## config.mk

```make
export PLATFORM = sky130hd
export DESIGN_NAME = frog_game_ctrl_flat
export DESIGN_NICKNAME = d
export VERILOG_FILES = /design/src/rtl/frog_game_ctrl_if.sv /design/src/rtl/frog_game_ctrl.sv /design/src/flat_wrapper.sv
export SDC_FILE = /design/constraint.sdc
export NUM_CORES = 1
export LEC_CHECK = 0
export CAP_MARGIN = 15
export CORE_UTILIZATION = 56
export CTS_CLUSTER_SIZE = 12
export DETAILED_ROUTE_END_ITERATION = 10
export PLACE_DENSITY = 0.91
export SLEW_MARGIN = 0
export SYNTH_ARGS = -nofsm -noshare
export SYNTH_HDL_FRONTEND = slang
export SYNTH_SLANG_ARGS = --single-unit
```

## constraint.sdc

```tcl
create_clock -name clk -period 5.45 [get_ports clk]
set_input_delay 1.09 -clock clk [delete_from_list [all_inputs] [get_ports clk]]
set_output_delay 1.09 -clock clk [all_outputs]
set_load 0.02 [all_outputs]
```

## src/rtl/frog_game_ctrl_if.sv

```systemverilog
// Button pulses in, board state out: the link between the frog game sequencer
// and its input/renderer side.
interface frog_game_ctrl_if;
  logic        up;
  logic        left;
  logic        right;
  logic [15:0] car1;
  logic [15:0] car3;
  logic [15:0] car5;
  logic [15:0] car6;
  logic [15:0] displayPattern;
  logic [3:0]  displayRow;
  logic        win;
  logic        lose;
  logic [3:0]  score;

  modport master (
    output up, left, right,
    input  car1, car3, car5, car6, displayPattern, displayRow, win, lose, score
  );

  modport slave (
    input  up, left, right,
    output car1, car3, car5, car6, displayPattern, displayRow, win, lose, score
  );
endinterface

```

## src/rtl/frog_game_ctrl.sv

```systemverilog
// Frog crossing game sequencer: frog position, scrolling car lanes, collision
// detection and the PLAY/HIT/WIN state machine with a saturating score.
module frog_game_ctrl #(
  parameter int unsigned TICK_DIV  = 8,
  parameter logic [15:0] CAR1_INIT = 16'b1000100000001000,
  parameter logic [15:0] CAR3_INIT = 16'b0001000001000001,
  parameter logic [15:0] CAR5_INIT = 16'b0100000100000100,
  parameter logic [15:0] CAR6_INIT = 16'b0000011000000110
) (
  input logic              clk,
  input logic              reset,
  frog_game_ctrl_if.slave  bus
);

  typedef enum logic [1:0] {PLAY, HIT, WIN} state_t;

  localparam logic [15:0] FROG_HOME = 16'b0000000100000000;
  localparam logic [15:0] TICK_LAST = 16'(TICK_DIV - 1);

  state_t      state, state_nx;
  logic [3:0]  row, row_nx;
  logic [15:0] pat, pat_nx;
  logic [15:0] c1, c1_nx, c3, c3_nx, c5, c5_nx, c6, c6_nx;
  logic [15:0] cnt;
  logic [3:0]  score, score_nx;
  logic        tick;
  logic        hit;

  always_ff @(posedge clk or posedge reset) begin
    if (reset) begin
      state <= PLAY;
      row   <= '0;
      pat   <= FROG_HOME;
      c1    <= CAR1_INIT;
      c3    <= CAR3_INIT;
      c5    <= CAR5_INIT;
      c6    <= CAR6_INIT;
      cnt   <= '0;
      score <= '0;
    end else begin
      state <= state_nx;
      row   <= row_nx;
      pat   <= pat_nx;
      c1    <= c1_nx;
      c3    <= c3_nx;
      c5    <= c5_nx;
      c6    <= c6_nx;
      cnt   <= tick ? '0 : cnt + 16'd1;
      score <= score_nx;
    end
  end

  always_comb begin
    tick = (cnt == TICK_LAST);
    hit  = ((row == 4'd1) && ((c1 & pat) != '0)) ||
           ((row == 4'd3) && ((c3 & pat) != '0)) ||
           ((row == 4'd5) && ((c5 & pat) != '0)) ||
           ((row == 4'd6) && ((c6 & pat) != '0));
  end

  always_comb begin
    state_nx = state;
    row_nx   = row;
    pat_nx   = pat;
    c1_nx    = c1;
    c3_nx    = c3;
    c5_nx    = c5;
    c6_nx    = c6;
    score_nx = score;
    case (state)
      PLAY: begin
        // A collision freezes everything for this edge, including the lanes.
        if (hit) begin
          state_nx = HIT;
        end else begin
          if (tick) begin
            c1_nx = {c1[14:0], c1[15]};
            c5_nx = {c5[14:0], c5[15]};
            c3_nx = {c3[0], c3[15:1]};
            c6_nx = {c6[0], c6[15:1]};
          end
          if (bus.up) begin
            if (row == 4'd7) begin
              state_nx = WIN;
              if (score != 4'd15) score_nx = score + 4'd1;
            end else begin
              row_nx = row + 4'd1;
            end
          end else if (bus.left && !bus.right) begin
            if (!pat[15]) pat_nx = pat << 1;
          end else if (bus.right && !bus.left) begin
            if (!pat[0]) pat_nx = pat >> 1;
          end
        end
      end
      HIT, WIN: begin
        if (bus.up) begin
          state_nx = PLAY;
          row_nx   = '0;
          pat_nx   = FROG_HOME;
        end
      end
      default: state_nx = PLAY;
    endcase
  end

  assign bus.car1           = c1;
  assign bus.car3           = c3;
  assign bus.car5           = c5;
  assign bus.car6           = c6;
  assign bus.displayPattern = pat;
  assign bus.displayRow     = row;
  assign bus.win            = (state == WIN);
  assign bus.lose           = (state == HIT);
  assign bus.score          = score;

endmodule
```

## src/flat_wrapper.sv

```systemverilog
// flat-port wrapper written by rule: the top's interface ports become plain ports
module frog_game_ctrl_flat 
#(
  parameter int unsigned TICK_DIV  = 8,
  parameter logic [15:0] CAR1_INIT = 16'b1000100000001000,
  parameter logic [15:0] CAR3_INIT = 16'b0001000001000001,
  parameter logic [15:0] CAR5_INIT = 16'b0100000100000100,
  parameter logic [15:0] CAR6_INIT = 16'b0000011000000110
)
  (clk, reset, bus_up, bus_left, bus_right, bus_car1, bus_car3, bus_car5, bus_car6, bus_displayPattern, bus_displayRow, bus_win, bus_lose, bus_score);
  frog_game_ctrl_if bus_i ();
  input logic clk;
  input logic reset;
  input wire logic [$bits(bus_i.up)-1:0] bus_up;
  input wire logic [$bits(bus_i.left)-1:0] bus_left;
  input wire logic [$bits(bus_i.right)-1:0] bus_right;
  output wire logic [$bits(bus_i.car1)-1:0] bus_car1;
  output wire logic [$bits(bus_i.car3)-1:0] bus_car3;
  output wire logic [$bits(bus_i.car5)-1:0] bus_car5;
  output wire logic [$bits(bus_i.car6)-1:0] bus_car6;
  output wire logic [$bits(bus_i.displayPattern)-1:0] bus_displayPattern;
  output wire logic [$bits(bus_i.displayRow)-1:0] bus_displayRow;
  output wire logic [$bits(bus_i.win)-1:0] bus_win;
  output wire logic [$bits(bus_i.lose)-1:0] bus_lose;
  output wire logic [$bits(bus_i.score)-1:0] bus_score;
  assign bus_i.up = bus_up;
  assign bus_i.left = bus_left;
  assign bus_i.right = bus_right;
  assign bus_car1 = bus_i.car1;
  assign bus_car3 = bus_i.car3;
  assign bus_car5 = bus_i.car5;
  assign bus_car6 = bus_i.car6;
  assign bus_displayPattern = bus_i.displayPattern;
  assign bus_displayRow = bus_i.displayRow;
  assign bus_win = bus_i.win;
  assign bus_lose = bus_i.lose;
  assign bus_score = bus_i.score;
  frog_game_ctrl #(.TICK_DIV(TICK_DIV), .CAR1_INIT(CAR1_INIT), .CAR3_INIT(CAR3_INIT), .CAR5_INIT(CAR5_INIT), .CAR6_INIT(CAR6_INIT)) u_core (.clk(clk), .reset(reset), .bus(bus_i));
endmodule
```

==> metrics.yaml <==
run_status:
  outcome: "finished, final reports clean"
pwr:
  cellPowerDensity_nw_per_um2: 326
  leakage_nw: 2.83
  peakVddDrop_mv: 0.193
drt:
  first_pass_iters: 5
  routed_wl_mm: 12.5
  dr_total_vias: 3807
  via_per_inst: 6.43
  drc: 0
  first_iter_violations: 213
  wire_per_inst_um: 21.2
  ant_nets: 0
synthesis:
  synth_area_leaders: "dfrtp_1 46%, mux2_2 14%, dfstp_2 7.3%, a22o_1 4.9%, a221oi_1 2.8%"
  synthCells: 384
  yosysWarnings: 0
  synthFlopType: "dfrtp_1"
  yosysMostFrequentCell: "dfrtp_1"
  yosysTopAreaCell: "dfrtp_1"
  yosysTopAreaCellShare: 0.460
  synth-async-reset-ratio: 1.00
  synth-edff-count: 0
  ys_seq_area_frac: 0.533
  yosys-top-cells-count: "92 x dfrtp_1, 61 x mux2_2, 28 x a22o_1, 17 x nor2_1, 16 x a221oi_1"
  syn-cell-area_um2: 5010
  yosysUniqueCellTypes: 52
  syn-num-nets: 398
  synth_seq_cells: 106
  avgSynthCellArea_um2: 13.0
floorplanning:
  rows: 34
  dieArea_um2: 9320
  top_level_ports: 95
  die_y_um: 96.6
  core-area_um2: 8680
  die_w_um: 96.6
  start_util: 0.577
critical_path:
  reg2reg_depth: 8
  worst-path-max-fanout: 46
  arrival_ns: 4.13
  crit_type: "register to register"
  cp-end-kind: "register"
  worstSetupStartpointType: "register"
  cp.required_ns: 5.72
placement:
  hpwl_mm: 8.65
  io_buffers: 94
  gp_congestion: 0.905
  place_inst: 576
  pre_cts_ws_ns: 1.67
worst_hold_path:
  whs_path_depth: 1
  hold_class: "register to register"
timing:
  fin_crit_ns: 3.86
  setup_viol: 0
  slew_violations: 0
  hold_viol_final: 0
  min_period_over_period: 0.707
  rsz0062_at_grt: "false"
  fin_tns_setup_ns: 0
  timing.slew.headroom: 0.308
  worst_pin_slew_ns: 1.04
  fmax_mhz: 259
  clock_skew_ns: 0.0109
  setup_ws_ns: 1.59
layout:
  instances_no_fill: 592
  final_nets: 493
  syn_to_final_growth_pct: 24.4
  diodes: 0
  drive_gt1_frac: 0.231
  n_fill_cell: 593
cts:
  ctsResizeCount: 0
  cts_tree: "built"
  cts_buffers: 9
  h-tree-depth: 3
  cts.clk_slew.worst_paths_ns: 0.11
  cts_hold_buf: 0
  cts.sinks: 106
  cts_max_path_buffers: 2
  cts_setup_buffers: 0
  clkLatencyLatePin_ns: 0.38
  root_buffer: "clkbuf_8"
global_routing:
  track_usage: 0.278
  grt_pass1_vias: 3621
  grt_pass1_wl_mm: 19.1
  grt_overflow: 0
  grt_max_degree: 70
  antenna_found_initial: 0
job:
  maxCapViolCount: 0
## report_power, final
group,switching [W],total [W],internal (W)
Sequential,0.000143,0.000987,0.000844
Clock,0.000289,0.000511,0.000221
Combinational,0.000276,0.000532,0.000255
Total,0.000709,0.00203,0.00132
## final cells by class
cell class | instances | area, um2 | share of cell area
clock buffer | 9 | 124 | 0.0199
clock inverter | 7 | 83.8 | 0.0135
inverter | 11 | 43.8 | 0.00703
multi-input combinational | 252 | 2190 | 0.352
sequential | 106 | 2670 | 0.429
tap | 108 | 135 | 0.0217
timing repair buffer | 99 | 978 | 0.157
## per-stage QoR
stage	area, um2	util	total power [W]	hold slack, ns
after detailed placement	6020	0.694	0.00151	0.458
after global placement	6010	0.692	0.00148	0.461
after global routing	6230	0.718	0.00211	0.512
final	6230	0.718	0.00203	0.478
after CTS	6230	0.718	0.00202	0.482
after floorplan	5010	-	0.00130	0.443
## worst paths after layout
check / from / endpoint / slack (ns)
max: u_core.bus.displayPattern[3]$_DFFE_PP0P_ / u_core.bus.car6[13]$_DFFE_PP0P_ / 1.59
min: u_core.cnt[15]$_DFF_PP0_ / u_core.cnt[15]$_DFF_PP0_ / 0.48
max reg2reg: u_core.bus.displayPattern[3]$_DFFE_PP0P_ / u_core.bus.car6[13]$_DFFE_PP0P_ / 1.59
min reg2reg: u_core.cnt[15]$_DFF_PP0_ / u_core.cnt[15]$_DFF_PP0_ / 0.48
max in group asynchronous: reset / u_core.bus.car5[2]$_DFFE_PP1P_ / 3.20
min in group asynchronous: reset / u_core.bus.score[2]$_DFFE_PP0P_ / 1.23
## flip-flops by register name, indices dropped and copies added, names as in the netlist, 4 cells and up
register                   flops
u_core.bus.car5               16
u_core.bus.car1               16
u_core.bus.car3               16
u_core.bus.score               4
u_core.bus.displayRow          4
u_core.cnt                    16
u_core.bus.car6               16
u_core.bus.displayPattern     16
## metal layers
layer	track usage	routed length, um	part of all wire	vias up
li1	-	-	-	1650
met1	0.379	5190	0.41	1884
met2	0.424	5880	0.47	211
met3	0.0657	946	0.075	62
met4	0.121	527	0.042	0
met5	0	0	0	-
## cells by family (layout without fill, tap and decap cells)
| group | count (synthesis) | in the layout | synth area share |
|---|---|---|---|
| flops | 106 | 106 | 0.533 |
| mux | 76 | 76 | 0.176 |
| xor+xnor | 16 | 16 | 0.0280 |
| fa+ha+maj | 9 | 9 | 0.0225 |
| simple gates | 71 | 71 | 0.0745 |
| compound gates | 80 | 80 | 0.137 |
| buf+inv | 26 | 126 | 0.0287 |
## cells in the final DEF, fill, tap and decap left out, types with 2 or more instances in the layout
cell / n
inv_1: 9
a221oi_1: 16
a31oi_1: 4
clkdlybuf4s50_1: 94
nand3_1: 9
buf_4: 5
dfstp_2: 14
nor4_1: 2
xnor2_1: 10
a22oi_1: 3
mux2_4: 7
xor2_1: 6
and3_1: 5
clkbuf_8: 9
ha_1: 9
nand2_1: 10
clkinv_4: 2
a22o_1: 28
inv_8: 2
o21a_1: 2
nor2_1: 17
nor3b_1: 4
mux2_1: 8
nand4_1: 10
nor3_1: 4
nand2b_1: 2
a21o_1: 2
a32o_1: 2
mux2_2: 61
o21ai_0: 3
a21oi_1: 2
nor2b_1: 2
o41ai_1: 2
dfrtp_1: 92
o2bb2ai_1: 5
## critical path: stages, from the launching register on
cell,delay [ns]
dfrtp_1,0.53
a22o_1,0.29
a221oi_1,0.29
nand4_1,0.19
a32o_1,0.34
nor2_2,0.44
and3_2,0.96
buf_4,0.34
mux2_2,0.36
Note: power is estimated with default switching activity, not from simulation.
